--- config.mk ---
export PLATFORM = sky130hd
export DESIGN_NAME = rst_sequencer_flat
export DESIGN_NICKNAME = d
export VERILOG_FILES = /design/src/rtl/rst_seq_pkg.sv /design/src/rtl/rst_sequencer_if.sv /design/src/rtl/rst_sequencer_sync_bit.sv /design/src/rtl/rst_sequencer.sv /design/src/flat_wrapper.sv
export SDC_FILE = /design/constraint.sdc
export NUM_CORES = 1
export LEC_CHECK = 0
export ABC_CLOCK_PERIOD_IN_PS = 1870
export CAP_MARGIN = 20
export CORE_MARGIN = 1.5
export CORE_UTILIZATION = 49
export CTS_BUF_LIST = sky130_fd_sc_hd__clkbuf_8
export DETAILED_ROUTE_END_ITERATION = 8
export PLACE_DENSITY = 0.71
export SLEW_MARGIN = 10
export SYNTH_ARGS = -nofsm -noshare
export SYNTH_HDL_FRONTEND = slang
export SYNTH_HIERARCHICAL = 1
export SYNTH_SLANG_ARGS = --single-unit
--- constraint.sdc ---
create_clock -name sys_clk -period 1.87 [get_ports sys_clk]
set_input_delay 0.374 -clock sys_clk [delete_from_list [all_inputs] [get_ports sys_clk]]
set_output_delay 0.374 -clock sys_clk [all_outputs]
set_load 0.02 [all_outputs]
--- src/rtl/rst_seq_pkg.sv ---
// rtl/rst_seq_pkg.sv - state type and default timing for the staged reset sequencer
package rst_seq_pkg;

  localparam int STATE_W         = 3;
  localparam int DEF_SYNC_STAGES = 2;
  localparam int DEF_HOLD_CYCLES = 16;
  localparam int DEF_STAGE_GAP   = 8;
  localparam int DEF_CNT_W       = 8;

  typedef enum logic [STATE_W-1:0] {
    S_RESET     = 3'd0,
    S_WAIT_LOCK = 3'd1,
    S_HOLD      = 3'd2,
    S_REL_CORE  = 3'd3,
    S_RUN       = 3'd4
  } state_t;

endpackage

--- src/rtl/rst_sequencer_if.sv ---
// rtl/rst_sequencer_if.sv - lock/soft-request inputs and staged reset outputs
// soft_rst_req exists only when RST_SEQ_SOFT_EN is defined.
interface rst_sequencer_if;

  logic clk_locked;
`ifdef RST_SEQ_SOFT_EN
  logic soft_rst_req;
`endif
  logic rst_core_n;
  logic rst_periph_n;
  logic seq_done;

  modport slave (
    input  clk_locked,
`ifdef RST_SEQ_SOFT_EN
    input  soft_rst_req,
`endif
    output rst_core_n,
    output rst_periph_n,
    output seq_done
  );

  modport master (
    output clk_locked,
`ifdef RST_SEQ_SOFT_EN
    output soft_rst_req,
`endif
    input  rst_core_n,
    input  rst_periph_n,
    input  seq_done
  );

endinterface

--- src/rtl/rst_sequencer_sync_bit.sv ---
// rtl/rst_sequencer_sync_bit.sv - N-flop single-bit synchronizer with async active-low clear
module sync_bit #(
  parameter int   STAGES  = 2,
  parameter logic RST_VAL = 1'b0
) (
  input  logic i_clk,
  input  logic i_rst_n,
  input  logic i_d,
  output logic o_q
);

  logic [STAGES-1:0] r_ff;

  always_ff @(posedge i_clk or negedge i_rst_n) begin
    if (!i_rst_n) begin
      r_ff <= {STAGES{RST_VAL}};
    end else begin
      r_ff <= {r_ff[STAGES-2:0], i_d};
    end
  end

  assign o_q = r_ff[STAGES-1];

endmodule

--- src/rtl/rst_sequencer.sv ---
// rtl/rst_sequencer.sv - staged core/peripheral reset release gated by clock lock
// RST_SEQ_SOFT_EN adds a synchronized soft re-sequence request.
module rst_sequencer
  import rst_seq_pkg::*;
#(
  parameter int SYNC_STAGES = DEF_SYNC_STAGES,
  parameter int HOLD_CYCLES = DEF_HOLD_CYCLES,
  parameter int STAGE_GAP   = DEF_STAGE_GAP,
  parameter int CNT_W       = DEF_CNT_W
) (
  input  logic             sys_clk,
  input  logic             rst_n,
  rst_sequencer_if.slave   bus
);

  localparam logic [CNT_W-1:0] HOLD_LAST = CNT_W'(HOLD_CYCLES - 1);
  localparam logic [CNT_W-1:0] GAP_LAST  = CNT_W'(STAGE_GAP - 1);

  state_t           r_state, w_state_nxt;
  logic [CNT_W-1:0] r_cnt, w_cnt_nxt;
  logic             r_core_n, r_periph_n, r_done;
  logic             w_core_n_nxt, w_periph_n_nxt, w_done_nxt;
  logic             w_rst_sync_n, w_locked_s, w_soft_rise, w_active;

  sync_bit #(.STAGES(SYNC_STAGES), .RST_VAL(1'b0)) u_rst_sync (
    .i_clk(sys_clk), .i_rst_n(rst_n), .i_d(1'b1), .o_q(w_rst_sync_n)
  );

  sync_bit #(.STAGES(SYNC_STAGES), .RST_VAL(1'b0)) u_lock_sync (
    .i_clk(sys_clk), .i_rst_n(rst_n), .i_d(bus.clk_locked), .o_q(w_locked_s)
  );

`ifdef RST_SEQ_SOFT_EN
  logic w_soft_s;
  logic r_soft_d;

  sync_bit #(.STAGES(SYNC_STAGES), .RST_VAL(1'b0)) u_soft_sync (
    .i_clk(sys_clk), .i_rst_n(rst_n), .i_d(bus.soft_rst_req), .o_q(w_soft_s)
  );

  always_ff @(posedge sys_clk or negedge rst_n) begin
    if (!rst_n) begin
      r_soft_d <= 1'b0;
    end else begin
      r_soft_d <= w_soft_s;
    end
  end

  assign w_soft_rise = w_soft_s & ~r_soft_d;
`else
  assign w_soft_rise = 1'b0;
`endif

  assign w_active = (r_state == S_HOLD) || (r_state == S_REL_CORE) || (r_state == S_RUN);

  always_ff @(posedge sys_clk or negedge rst_n) begin
    if (!rst_n) begin
      r_state    <= S_RESET;
      r_cnt      <= '0;
      r_core_n   <= 1'b0;
      r_periph_n <= 1'b0;
      r_done     <= 1'b0;
    end else begin
      r_state    <= w_state_nxt;
      r_cnt      <= w_cnt_nxt;
      r_core_n   <= w_core_n_nxt;
      r_periph_n <= w_periph_n_nxt;
      r_done     <= w_done_nxt;
    end
  end

  always_comb begin
    w_state_nxt    = r_state;
    w_cnt_nxt      = r_cnt;
    w_core_n_nxt   = r_core_n;
    w_periph_n_nxt = r_periph_n;
    w_done_nxt     = r_done;

    case (r_state)
      S_RESET: begin
        if (w_rst_sync_n) w_state_nxt = S_WAIT_LOCK;
      end
      S_WAIT_LOCK: begin
        if (w_locked_s) begin
          w_state_nxt = S_HOLD;
          w_cnt_nxt   = '0;
        end
      end
      S_HOLD: begin
        w_cnt_nxt = r_cnt + CNT_W'(1);
        if (r_cnt == HOLD_LAST) begin
          w_state_nxt  = S_REL_CORE;
          w_core_n_nxt = 1'b1;
          w_cnt_nxt    = '0;
        end
      end
      S_REL_CORE: begin
        w_cnt_nxt = r_cnt + CNT_W'(1);
        if (r_cnt == GAP_LAST) begin
          w_state_nxt    = S_RUN;
          w_periph_n_nxt = 1'b1;
          w_done_nxt     = 1'b1;
          w_cnt_nxt      = '0;
        end
      end
      S_RUN: begin
      end
      default: begin
        w_state_nxt = S_RESET;
      end
    endcase

    // Lock loss overrides both terminal counts and a soft request on the same edge.
    if (w_active && !w_locked_s) begin
      w_state_nxt    = S_WAIT_LOCK;
      w_cnt_nxt      = '0;
      w_core_n_nxt   = 1'b0;
      w_periph_n_nxt = 1'b0;
      w_done_nxt     = 1'b0;
    end else if (w_active && w_soft_rise) begin
      w_state_nxt    = S_HOLD;
      w_cnt_nxt      = '0;
      w_core_n_nxt   = 1'b0;
      w_periph_n_nxt = 1'b0;
      w_done_nxt     = 1'b0;
    end
  end

  assign bus.rst_core_n   = r_core_n;
  assign bus.rst_periph_n = r_periph_n;
  assign bus.seq_done     = r_done;

endmodule
--- src/flat_wrapper.sv ---
// flat-port wrapper written by rule: the top's interface ports become plain ports
module rst_sequencer_flat import rst_seq_pkg::*;
#(
  parameter int SYNC_STAGES = DEF_SYNC_STAGES,
  parameter int HOLD_CYCLES = DEF_HOLD_CYCLES,
  parameter int STAGE_GAP   = DEF_STAGE_GAP,
  parameter int CNT_W       = DEF_CNT_W
)
  (sys_clk, rst_n, bus_clk_locked, bus_rst_core_n, bus_rst_periph_n, bus_seq_done);
  rst_sequencer_if bus_i ();
  input  logic sys_clk;
  input  logic rst_n;
  input wire logic [$bits(bus_i.clk_locked)-1:0] bus_clk_locked;
  output wire logic [$bits(bus_i.rst_core_n)-1:0] bus_rst_core_n;
  output wire logic [$bits(bus_i.rst_periph_n)-1:0] bus_rst_periph_n;
  output wire logic [$bits(bus_i.seq_done)-1:0] bus_seq_done;
  assign bus_i.clk_locked = bus_clk_locked;
  assign bus_rst_core_n = bus_i.rst_core_n;
  assign bus_rst_periph_n = bus_i.rst_periph_n;
  assign bus_seq_done = bus_i.seq_done;
  rst_sequencer #(.SYNC_STAGES(SYNC_STAGES), .HOLD_CYCLES(HOLD_CYCLES), .STAGE_GAP(STAGE_GAP), .CNT_W(CNT_W)) u_core (.sys_clk(sys_clk), .rst_n(rst_n), .bus(bus_i));
endmodule
Word-level counts from Yosys, hierarchy flattened. Index checks and enable logic that the tools add are counted.

Register bits after elaboration: 17. Output and inout port bits: 3. Logic and storage cells: 49.

Mux-type cells: 17. Equal/unequal tests: 11. Add/sub/neg operators: 1. Reductions and logical operators: 14.

Operator list (number): 8-bit 2-to-1 mux (4); 8-bit case mux with 3 select lines (1); 3-bit 2-to-1 mux (5); 3-bit case mux with 5 select lines (1); 8-bit by 1-bit adder with 8-bit output (second input constant) (1); 8-bit by 3-bit == test with 1-bit output (second input constant) (1); 8-bit by 4-bit == test with 1-bit output (second input constant) (1); 2-bit nonzero test (4); 3-bit by 2-bit == test with 1-bit output (second input constant) (2); 1-bit 2-to-1 mux (6); 3-bit by 2-bit inequality test with 1-bit output (second input constant) (2); 3-bit inequality test (second input constant) (2); 2-bit AND reduction (3); 5-bit AND reduction (1); 4-bit nonzero test (1); 3-bit by 1-bit == test with 1-bit output (second input constant) (1); 3-bit == test (second input constant) (1); 3-bit logical NOT (1); 1-bit logical OR (2); 2-bit inequality test (second input constant) (1); 1-bit logical AND (1); 1-bit logical NOT (1).

Logic depth before layout (Yosys ltp). Gate-level depths: netlist of the first run.

Word-level depth: 6. Gate-level depth with buffers: 5. Mapped depth without buffers: 5.

Modules after synthesis. The synthesis of the first run kept the hierarchy.

By module, submodules not included: rst_sequencer (cells an instance 87, area each 810.8 sq um, instances 1, seq. area each 325.3 sq um); sync_bit (cells an instance 2, area each 50.0 sq um, instances 2, seq. area each 50.0 sq um).

Worst setup path before layout of the first run. OpenSTA, ideal clock, no wires.

Path type: reg-to-reg. From: register u_core.r_cnt[5]. To: register u_core.r_cnt[3]. Data required time: 1752 ps. Slack: 48 ps. Cell stages (with the launch flop): 5. Path buffers: 0. Arrival: 1704 ps. Path through: dfrtp_1 or4_4 o311ai_1 o21bai_1 a21o_1.

Cells in the longest elaborated chain, start to end: 4. Elaborated cells on any way between the ends: 6. Classes of those cells: eq/ne: 2; mux: 4.

RTL lines: from (decl) (line rst_sequencer.sv:20) `logic [CNT_W-1:0] r_cnt, w_cnt_nxt;`; from (signal assigned) (line rst_sequencer.sv:65) `r_cnt <= w_cnt_nxt;`; 8-bit by 3-bit == test with 1-bit output or 8-bit by 4-bit == test with 1-bit output (tied branches) (line rst_sequencer.sv:99, rst_sequencer.sv:91); 8-bit 2-to-1 mux, on equally long branches (line rst_sequencer.sv:99, rst_sequencer.sv:91); 8-bit case mux with 3 select lines (*) (line rst_sequencer.sv:79) `case (r_state)`; 8-bit 2-to-1 mux (*) (line rst_sequencer.sv:114) `if (w_active && !w_locked_s) begin`.

Mark *: on every way between the ends. The rest lies on a longest branch, timed or not. A chain may end at the register's enable or synchronous reset.

Worst setup path in the final report of the first run.
From: register u_core.r_state[1]. To: register u_core.r_cnt[7].

Cells in the longest elaborated chain, start to end: 6. Elaborated cells on any way between the ends: 12. Classes of those cells: eq/ne: 5; mux: 2; reduce/logical: 5.

RTL lines: from (decl) (line rst_sequencer.sv:19) `state_t r_state, w_state_nxt;`; from (signal assigned) (line rst_sequencer.sv:64) `r_state <= w_state_nxt;`; 3-bit by 2-bit == test with 1-bit output (line rst_sequencer.sv:54, rst_sequencer.sv:79); 1-bit logical OR (2 in a row) (line rst_sequencer.sv:54) `assign w_active = (r_state == S_HOLD) || (r_state == S_REL_CORE) || (r_state == S_RUN);`; 1-bit logical AND (line rst_sequencer.sv:114); 3-bit by 2-bit inequality test with 1-bit output (no line) or 4-bit nonzero test (tied branches); 2-bit AND reduction (no line).

Several ways; a longest one is shown, not always the timed one.

==> results.cfg, run 1 <==
[run_status]
outcome = complete, no violations

[pwr]
p_comb_share_pct = 39.9
power_mw = 1.200
p_int_mw = 0.7809
swShare_pct = 34.93
seqPwrFrac_pct = 37.8
switching_power_mw = 0.4192
clock_power_share_pct = 22.4
p_per_area_nw_per_um2 = 1084
max-vdd-ir-drop_v = 0.0007070
p_leak_nw = 0.4695

[global_route]
grt_pass1_vias = 689
antenna_found_initial = 0
grt_overflow = 0
grt_pass1_wl_mm = 2.877
track_usage_pct = 19.18
grt_max_degree = 18

[sta]
final.min_clock_period_ps = 1826
hold_viol = 0
period_share_pct = 97.65
fmax_mhz = 547.6
skew_ps = 0.4567
finalSetupTns_ps = 0
setup-violations-final = 0
slew_violations = 0

[die]
die_area_um2 = 2127
die_y_um = 46.12
coreArea_um2 = 1727
die_w_um = 46.12
start_util_pct = 52.75
core.rowCount = 15
io_pins = 6

[logic_synthesis]
async_flop_share_pct = 100.0
syn_avg_cell_area_um2 = 10.01
ys_warn_count = 6
syn_nets = 95
synthFlopType = dfrtp_1
synth_commonest_cells = dfrtp_1, nor2_1, a21oi_1, o21ai_0
ys_ff_latch = 17
ys_top_cells_by_area = dfrtp_1, o31ai_1, nor2_1
synth_edf_count = 0
synthCells = 91
synth_area_um2 = 910.9
seq_area_frac_synth_pct = 46.70
synth_cell_type_count = 43
yosysMostFrequentCell = dfrtp_1
post-synth-top-area-fraction_pct = 46.70
synth_area_leader_cell = dfrtp_1

[routing]
vias_per_cell = 5.588
drtIter0Drc = 8
first_pass_iters = 4
drc = 0
wl_mm = 1.801
drtAntennaViolNets = 0
vias = 732
wl_per_cell_um = 13.75

[cells_and_area]
finalNonFillerCells = 131
nets = 111
area_growth_pct = 21.57
post-route-util_pct = 64.13
postLayoutCellArea_um2 = 1107
fill_cells = 156
diodes = 0
drive_gt1_share_pct = 24.53

[place]
dp_cells = 127
io_buffers = 5
place.gp.congestion = 0.7285
dp_hpwl_mm = 1.244
place_area_um2 = 1040

[setup_path]
crit_chain = or4b_4, o21a_4, or4_1, a21oi_2
cp-start-kind = register
arrival_ps = 2010
cp_slowest_stage_delay_ps = 540
path_class = reg -> reg
crit_path_max_fanout = 10
cp_top_family = simple AND/OR/NAND/NOR gates
end_kind = register
worstPathRequired_ps = 2050
crit_buf_inv = 0
cpMaxStageDelayCell = or4b_4

[clock_tree]
clock-root-buffer = clkbuf_8
htree_levels = 1
clock_latency_ps = 250
cts_sinks = 17
clock_path_buffers = 2
cts_buffers = 3
cts_setup_buffers = 0
clk_pin_slew_ps = 60
cts_tree = yes

[min_path]
hp-class = reg -> reg

[flow_run]
drv_cap = 0
==> metal layers <==
| layer | vias up | wire, um | global-route usage, % |
|---|---|---|---|
| li1 | 365 | - | - |
| met1 | 357 | 856 | 26.50 |
| met2 | 8 | 900 | 30.00 |
| met3 | 2 | 31 | 3.529 |
| met4 | 0 | 12 | 6.857 |
| met5 | - | 0 | 0 |
==> final timing paths <==
path,startpoint,to,slack (ps),cells past startpoint
worst max-delay path,u_core/r_state[1],u_core/r_cnt[7],40,4
worst min-delay path,u_core/u_rst_sync/r_ff[0],u_core/u_rst_sync/r_ff[1],350,0
worst max register to register,u_core/r_state[1],u_core/r_cnt[7],40,4
worst min register to register,u_core/u_rst_sync/r_ff[0],u_core/u_rst_sync/r_ff[1],350,0
max in group asynchronous,rst_n,u_core/u_rst_sync/r_ff[1],1250,2
min in group asynchronous,rst_n,u_core/r_state[2],440,2
==> cell type report <==
cell class,count,area [um^2],area share [%]
flip-flops and latches,17,425.4,38.42
clock inverters,1,5.005,0.4520
inverters,4,15.01,1.356
well taps,25,31.28,2.825
repair buffers,17,140.1,12.66
multi-input cells,64,449.2,40.57
clock buffers,3,41.29,3.729
==> cell usage in the layout (no fill, tap or decap), drive strengths merged, types with 3 or more instances in the layout <==
cell type	count
a21oi	5
buf	12
clkbuf	3
clkdlybuf4s50	5
dfrtp	17
inv	4
nand2	3
nor2	7
nor3	3
o21ai	5
o31ai	4
or3	3
==> flip-flops by register name, summed over array words and instances, names as in the netlist <==
signal                   count
u_core/u_lock_sync/r_ff      2
u_core/r_cnt                 8
u_core/r_state               3
u_core/u_rst_sync/r_ff       2
u_core/bus.seq_done          1
u_core/bus.rst_core_n        1
==> worst reg2reg max path, cell delays in order, from the launching register on <==
cell	delay [ps]
dfrtp_1	380
or4b_4	540
o21a_4	170
or4_1	530
a21oi_2	140
==> power by group through the flow <==
| stage | registers, mW | logic [mW] | clock network [mW] |
|---|---|---|---|
| after floorplan | 0.456 | 0.298 | 0 |
| after global placement | 0.458 | 0.434 | 0 |
| after detailed placement | 0.460 | 0.440 | 0 |
| after CTS | 0.453 | 0.443 | 0.277 |
| after global routing | 0.459 | 0.524 | 0.293 |
| final | 0.454 | 0.478 | 0.268 |
==> cells by family after synthesis <==
kind of cell	count (synthesis)	share of synthesized area [%]
and+or+nand+nor	32	20.88
muxes	1	1.099
adders and majority gates	1	1.373
DFF	17	46.70
AOI/OAI and AO/OA	27	21.29
buffers and inverters	10	6.317
other	1	0.4117
xor gates and xnor gates	2	1.923
==> what timing repair did <==
action | 4_1_cts | 5_1_grt
gates resized for setup | 0 | 4
hold buffers | 0 | 0
setup endpoints to repair | 0 | 5
==> stage by stage <==
step / hold slack (ps) / setup WS (ps)
after global placement: 335.7 / 15.81
after global routing: 357.5 / -6.571
after floorplan: 78.41 / 47.53
final: 350.9 / 43.94
after CTS: 354.0 / 5.255
after detailed placement: 338.6 / 26.18
Power figures use the tool's default switching activity.
==> run 2: changes to the inputs <==
--- a/config.mk
+++ b/config.mk
@@ -17,3 +17,4 @@
 export SYNTH_HDL_FRONTEND = slang
 export SYNTH_HIERARCHICAL = 1
 export SYNTH_SLANG_ARGS = --single-unit
+export TNS_END_PERCENT = 20
==> results of run 2 <==
No change in the layout: final DEF, timing and power equal those of run 1.
